--- src/rtl/fulladd_pkg.sv ---
// Shared definitions for the full-adder response checker: state encoding,
// coverage-space sizing and the reference sum.
package fulladd_pkg;

   typedef enum logic [1:0] {
      IDLE    = 2'd0,
      RUN     = 2'd1,
      COVERED = 2'd2
   } fa_state_e;

   localparam int MAX_WIDTH = 3;

   // One coverage bit per {a,b,cin} combination.
   function automatic int cov_bits(input int width);
      return 1 << (2 * width + 1);
   endfunction

   function automatic logic [MAX_WIDTH:0] fa_expect(
      input logic [MAX_WIDTH-1:0] a,
      input logic [MAX_WIDTH-1:0] b,
      input logic                 cin
   );
      return {1'b0, a} + {1'b0, b} + {{MAX_WIDTH{1'b0}}, cin};
   endfunction

endpackage

--- src/rtl/fulladd_cov_map.sv ---
// Input-space coverage bitmap: one sticky bit per {a,b,cin} index, plus a
// registered "everything seen" flag that moves together with the bitmap.
module fulladd_cov_map
   import fulladd_pkg::*;
#(
   parameter int COV_BITS = 8
) (
   input  logic                        clk,
   input  logic                        rst,
   input  logic                        clear_i,
   input  logic                        set_i,
   input  logic [$clog2(COV_BITS)-1:0] idx_i,
   output logic                        all_covered_o,
   output logic                        full_d_o
);

   logic [COV_BITS-1:0] bitmap_q;
   logic [COV_BITS-1:0] bitmap_d;
   logic                all_covered_q;

   always_comb begin
      bitmap_d = bitmap_q;
      if (set_i) begin
         bitmap_d[idx_i] = 1'b1;
      end
   end

   // Exposed so the controller can change state on the same edge that sets the last bit.
   assign full_d_o = &bitmap_d;

   always_ff @(posedge clk) begin
      if (rst || clear_i) begin
         bitmap_q      <= '0;
         all_covered_q <= 1'b0;
      end else begin
         bitmap_q      <= bitmap_d;
         all_covered_q <= full_d_o;
      end
   end

   assign all_covered_o = all_covered_q;

endmodule

--- config.mk ---
export PLATFORM = sky130hd
export DESIGN_NAME = fulladd_cov_map
export DESIGN_NICKNAME = d
export VERILOG_FILES = /design/src/rtl/fulladd_pkg.sv /design/src/rtl/fulladd_cov_map.sv
export SDC_FILE = /design/constraint.sdc
export NUM_CORES = 1
export LEC_CHECK = 0
export BUFFER_PORTS_ARGS = -buffer_cell sky130_fd_sc_hd__buf_2
export CAP_MARGIN = 10
export CORE_MARGIN = 2
export CORE_UTILIZATION = 30
export DETAILED_ROUTE_END_ITERATION = 8
export GPL_ROUTABILITY_DRIVEN = 0
export GPL_TIMING_DRIVEN = 0
export PLACE_DENSITY = 0.6
export REMOVE_ABC_BUFFERS = 1
export SYNTH_ARGS = -nofsm -noshare
export SYNTH_HDL_FRONTEND = slang
export SYNTH_SLANG_ARGS = --single-unit
export TNS_END_PERCENT = 1
--- constraint.sdc ---
create_clock -name clk -period 2.7 [get_ports clk]
set_input_delay 0.27 -clock clk [delete_from_list [all_inputs] [get_ports clk]]
set_output_delay 0.27 -clock clk [all_outputs]
set_load 0.005 [all_outputs]
=== Word level (Yosys, flattened, before mapping) ===
Index checks and enable logic that the tools add are counted.
W data, S select, Z words.

* Reductions and logical operators: 3
* Multiplexer cells: 3
* Bitwise logic cells: 1
* $lt $le $gt $ge: 2

{| class="wikitable"
|+ Operators by type and width
! cell !! number
|-
| $mux W8 || 1
|-
| $or A8 B8 Y8 || 1
|-
| $reduce_and A8 Y1 || 1
|-
| $lt A3 B4 Y1 const B || 1
|-
| $demux W1 S3 || 1
|-
| $ge A3 B1 Y1 const B || 1
|-
| $logic_and A1 B1 Y1 || 1
|-
| $logic_or A1 B1 Y1 || 1
|-
| $mux W1 || 1
|}

* Flip-flop bits (word level): 9
* Word-level logic and storage cells: 11
* Output and inout port bits: 2

=== Logic depth before layout (Yosys ltp) ===
* Word-level depth: 7
* Depth in mapped cells: 5

=== Least setup slack after synthesis ===
No wires, ideal clock.

* Path kind: input port to output port
* Start point: input port idx_i[2]
* End point: output port full_d_o
* Arrival: 1.047 ns
* Path slack: 1.383 ns
* Stages: 5
* Cell sequence: buf_6 nor2b_4 a32o_1 a22oi_1 nor3_1

* Cells in the longest elaborated chain, start to end: 7

{| class="wikitable"
|+ Ends and longest elaborated chain
! what !! line !! text
|-
| start, declared || fulladd_cov_map.sv:12 || <nowiki>input logic [$clog2(COV_BITS)-1:0] idx_i,</nowiki>
|-
| $lt A3 B4 Y1 (implied by the code) or $ge A3 B1 Y1 (tied branches) || fulladd_cov_map.sv:24 || <nowiki>bitmap_d[idx_i] = 1'b1;</nowiki>
|-
| $logic_and A1 B1 Y1 (implied by the code) || fulladd_cov_map.sv:24 ||
|-
| $mux W1 (implied by the code) || fulladd_cov_map.sv:24 ||
|-
| $demux W1 S3 * || fulladd_cov_map.sv:24 ||
|-
| $or A8 B8 Y8 (no line) * || n/a ||
|-
| $mux W8 * || fulladd_cov_map.sv:23 || <nowiki>if (set_i) begin</nowiki>
|-
| $reduce_and A8 Y1 * || fulladd_cov_map.sv:29 || <nowiki>assign full_d_o = &bitmap_d;</nowiki>
|-
| end, declared || fulladd_cov_map.sv:14 || <nowiki>output logic full_d_o</nowiki>
|}

Mark *: on every way between the ends. The rest lies on a longest branch, timed or not.

=== Final worst setup path ===
* Start point: register bitmap_q[7]
* End point: output port full_d_o

* Cells in the longest elaborated chain, start to end: 3

{| class="wikitable"
|+ Ends and longest elaborated chain
! what !! line !! text
|-
| start, declared || fulladd_cov_map.sv:17 || <nowiki>logic [COV_BITS-1:0] bitmap_q;</nowiki>
|-
| start signal, assigned || fulladd_cov_map.sv:36 || <nowiki>bitmap_q <= bitmap_d;</nowiki>
|-
| $or A8 B8 Y8 (no line) || n/a ||
|-
| $mux W8 * || fulladd_cov_map.sv:23 ||
|-
| $reduce_and A8 Y1 * || fulladd_cov_map.sv:29 ||
|}

Marks and branches as above.

==> results summary <==
The TritonCTS clock tree is built. The maximum number of buffers from clock root to sink is 2. The initial antenna violation count is 0.

The number of gates on the worst path with buffers counted is 5. The worst setup path is of the reg -> out kind. CTS built an H-tree with a depth of 1.

The floorplan core area is 1510 µm². The pin count of the biggest net entering global routing is 11. The summed instance area of the synthesized netlist came out at between 400 and 500 µm². The maximum clock skew at final layout came out at 1.68 ps.

The worst path uses between 60 and 70% of the clock period. The total of cells resized after clock tree synthesis came out at 0. The end point of the worst hold path is bitmap_q[3]$_SDFF_PP0_. The number of hold buffers added after CTS was 0.

The first-pass GRT wire length is 1550 µm. The power per cell area is between 500 and 600 nW/µm². The worst hold path belongs to the class in -> reg. In this run the count of I/O pins placed on the die edge is 9. The static leakage is 0.189 nW. The clock latency on the worst-skew pair is 260 ps. The count of unique library cells instantiated by Yosys came out at 22. The highest cell delay on the worst timing path came out at 350 ps. The number of synthesized register bits is 9. The depth of the worst hold-timing path came out at 3. The slowest library cell on the worst path is sky130_fd_sc_hd__dfxtp_1.

The routed length per instance is approximately 12 µm. The diode insertion count for antenna repair came out at 0. Averaged over all synthesized cells, the footprint is 9.31 µm².

The growth of design area from synthesis to finish came out at 8.53%. The number of warning messages in the yosys log is 0. The die area came out at 1950 µm².

The clock slew at the register clock pins of the worst setup and hold paths came out at 60 ps. The data required time of the critical path is 2430 ps. The setup slack at placement came out at 1130 ps.

The total number of nets in the final design is 67. The depth of the worst register-to-register path came out at 4. The flow ran to the end, and the final reports show no timing, DRC or antenna violations. The height of the die came out at about 44 µm.

The total congestion overflow after global routing is 0. The worst slack on hold paths is 378 ps. The share of the Yosys chip area taken by registers is 37.2%. The DRC violation count after routing is 0. Along the worst path, the maximum fanout reaches 3. Based on the critical path, the design can be clocked at up to 576 MHz. The post-detailed-routing wire length came out at 909 µm. The fraction of final layout cells with drive strength greater than 1 is roughly 32%. Power comes to about 0.00027 W. The count of endpoints failing setup in the final report is 0. In this run the critical register-to-register path is captured at all_covered_o$_SDFF_PP0_. The iteration count of the initial detailed-routing pass came out at 4.

Walking the worst path, the cells encountered are nor3b_2 -> o211ai_1 -> a22o_1 -> nor3_1 -> buf_2. The floorplan die width came out at around 44 µm. Setup repair after global routing left no endpoint under its margin. The max-cap check violation count came out at 0. The detailed-route via count is 379. The worst min-delay path startpoint is set_i. The setup total negative slack came out at 0 ps. The worst setup margin came out at 963 ps. The total routing usage reported by global routing is approximately 11%. The number of buffers and inverters on the critical path came out at 1.

The count of final hold-check violations came out at 0. The arrival time at the worst endpoint came out at 1470 ps. The transition at the pin with the smallest max-transition slack came out at 267 ps.

The initial core utilization came out at 32.1%. After detailed routing, the number of vias per cell comes to approximately 5.1. In this run the post-CTS setup repair buffer count came out at 0. The tree built by TritonCTS fans out to 9 sinks. The initial DRC count came out at 8. The number of buffers added on ports is 8. The worst flop-to-flop path startpoint is bitmap_q[7]$_SDFF_PP0_. The headroom to the max-slew limit came out at between 80% and 90%. The clock period could shrink to 1740 ps. The max-slew violation total from the final report came out at 0. The total half-perimeter wirelength after legalization and detailed placement is 625 µm. The gate count after technology mapping is 52. The library cell used as clock root buffer is sky130_fd_sc_hd__clkbuf_4. The number of CTS-inserted buffers came out at 3. STA classifies the critical path endpoint as an output port. Once detail routing completed, the nets flagged for antenna violations numbered 0. The kind of cell with the highest combined delay along the critical path is compound AO/OA/AOI/OAI gates. The row count is 14. STA classifies the critical path startpoint as a flip-flop. The setup check on the worst reg-to-reg path leaves a slack of 1530 ps. IR analysis of the VDD net gives a maximum drop of 156 µV. The number of global-route vias before repair came out at between 300 and 400.
cell families (layout without fill, tap and decap cells):
family	after synthesis	in the layout	share of synthesized area, %
simple gates	23	23	31.8
compound gates	15	15	21.7
flops	9	9	37.2
buf+inv	5	12	9.30
metrics by stage:
| stage | cells | util [%] | area (µm²) |
|---|---|---|---|
| final | 75 | 34.9 | 526 |
| after global routing | 75 | 34.9 | 526 |
| after CTS | 75 | 34.9 | 526 |
| after detailed placement | 71 | 33.1 | 499 |
| after global placement | 71 | 33.1 | 499 |
| after floorplan | 47 | - | 439 |
synthesized netlist by cell type:
cell type	n	area share, %
sky130_fd_sc_hd__dfxtp_1	9	37
sky130_fd_sc_hd__nor2_1	9	7.0
sky130_fd_sc_hd__a31oi_1	4	5.2
sky130_fd_sc_hd__a21oi_1	3	3.1
sky130_fd_sc_hd__buf_6	3	7.0
sky130_fd_sc_hd__nor2b_4	3	8.5
sky130_fd_sc_hd__a22oi_1	2	3.1
sky130_fd_sc_hd__a32o_1	2	4.1
sky130_fd_sc_hd__and3_2	2	3.1
sky130_fd_sc_hd__nand2_1	2	1.6
sky130_fd_sc_hd__nor2b_1	2	2.6
sky130_fd_sc_hd__a22o_1	1	1.8
sky130_fd_sc_hd__a41oi_1	1	1.8
sky130_fd_sc_hd__buf_4	1	1.6
sky130_fd_sc_hd__clkbuf_1	1	0.77
sky130_fd_sc_hd__nor3_1	1	1.0
sky130_fd_sc_hd__nor3b_1	1	1.6
sky130_fd_sc_hd__nor3b_2	1	2.6
sky130_fd_sc_hd__nor4_2	1	2.6
sky130_fd_sc_hd__o211ai_1	1	1.6
sky130_fd_sc_hd__o21ai_0	1	1.0
sky130_fd_sc_hd__or2_2	1	1.3
registers in the layout, indices dropped and copies added, names as in the netlist:
register / flops
bitmap_q: 8
all_covered_o: 1
cell type report:
cell class	instances	area, µm²
sequential	9	180
clock buffer	4	26.3
timing repair buffer	8	40.0
tap	16	20.0
multi-input combinational	38	259
fill	160	981
routing by layer:
layer | GRT usage [%] | routed length, µm
met4 | 9.09 | 17
met2 | 13.8 | 388
met5 | 0 | 0
met3 | 2.45 | 31
met1 | 15.7 | 470
worst reg2reg max path, stage by stage, from the launching register on:
cell and delay (ps):
sky130_fd_sc_hd__dfxtp_1 350, sky130_fd_sc_hd__nor3b_2 170, sky130_fd_sc_hd__o211ai_1 120, sky130_fd_sc_hd__a22o_1 250
sky130_fd_sc_hd__nor4_2 190
cells in the final DEF (no fill, tap or decap):
master,count
sky130_fd_sc_hd__or2_2,1
sky130_fd_sc_hd__and3_2,2
sky130_fd_sc_hd__o21ai_0,1
sky130_fd_sc_hd__nor3b_2,1
sky130_fd_sc_hd__a22oi_1,2
sky130_fd_sc_hd__buf_2,8
sky130_fd_sc_hd__nor2b_1,2
sky130_fd_sc_hd__a21oi_1,3
sky130_fd_sc_hd__nand2_1,2
sky130_fd_sc_hd__a32o_1,2
sky130_fd_sc_hd__a31oi_1,4
sky130_fd_sc_hd__o211ai_1,1
sky130_fd_sc_hd__clkbuf_1,1
sky130_fd_sc_hd__nor3_1,1
sky130_fd_sc_hd__a41oi_1,1
sky130_fd_sc_hd__nor3b_1,1
sky130_fd_sc_hd__dfxtp_1,9
sky130_fd_sc_hd__nor4_2,1
sky130_fd_sc_hd__a22o_1,1
sky130_fd_sc_hd__clkbuf_4,3
sky130_fd_sc_hd__nor2_1,9
sky130_fd_sc_hd__nor2b_4,3
power by group:
group / leakage [nW] / internal (W) / switching, W
Combinational: 0.101 / 0.0000103 / 0.0000160
Clock: 0.0150 / 0.0000570 / 0.0000472
Sequential: 0.0727 / 0.000134 / 0.00000116
worst max path at each step:
| stage | startpoint | endpoint |
|---|---|---|
| after global routing | bitmap_q[7]$_SDFF_PP0_ | full_d_o |
| after detailed placement | idx_i[1] | full_d_o |
| final | bitmap_q[7]$_SDFF_PP0_ | full_d_o |
| after global placement | idx_i[2] | full_d_o |
| after CTS | bitmap_q[7]$_SDFF_PP0_ | full_d_o |
| after floorplan | bitmap_q[7]$_SDFF_PP0_ | full_d_o |
No activity file was read; power rests on OpenSTA's default activity.
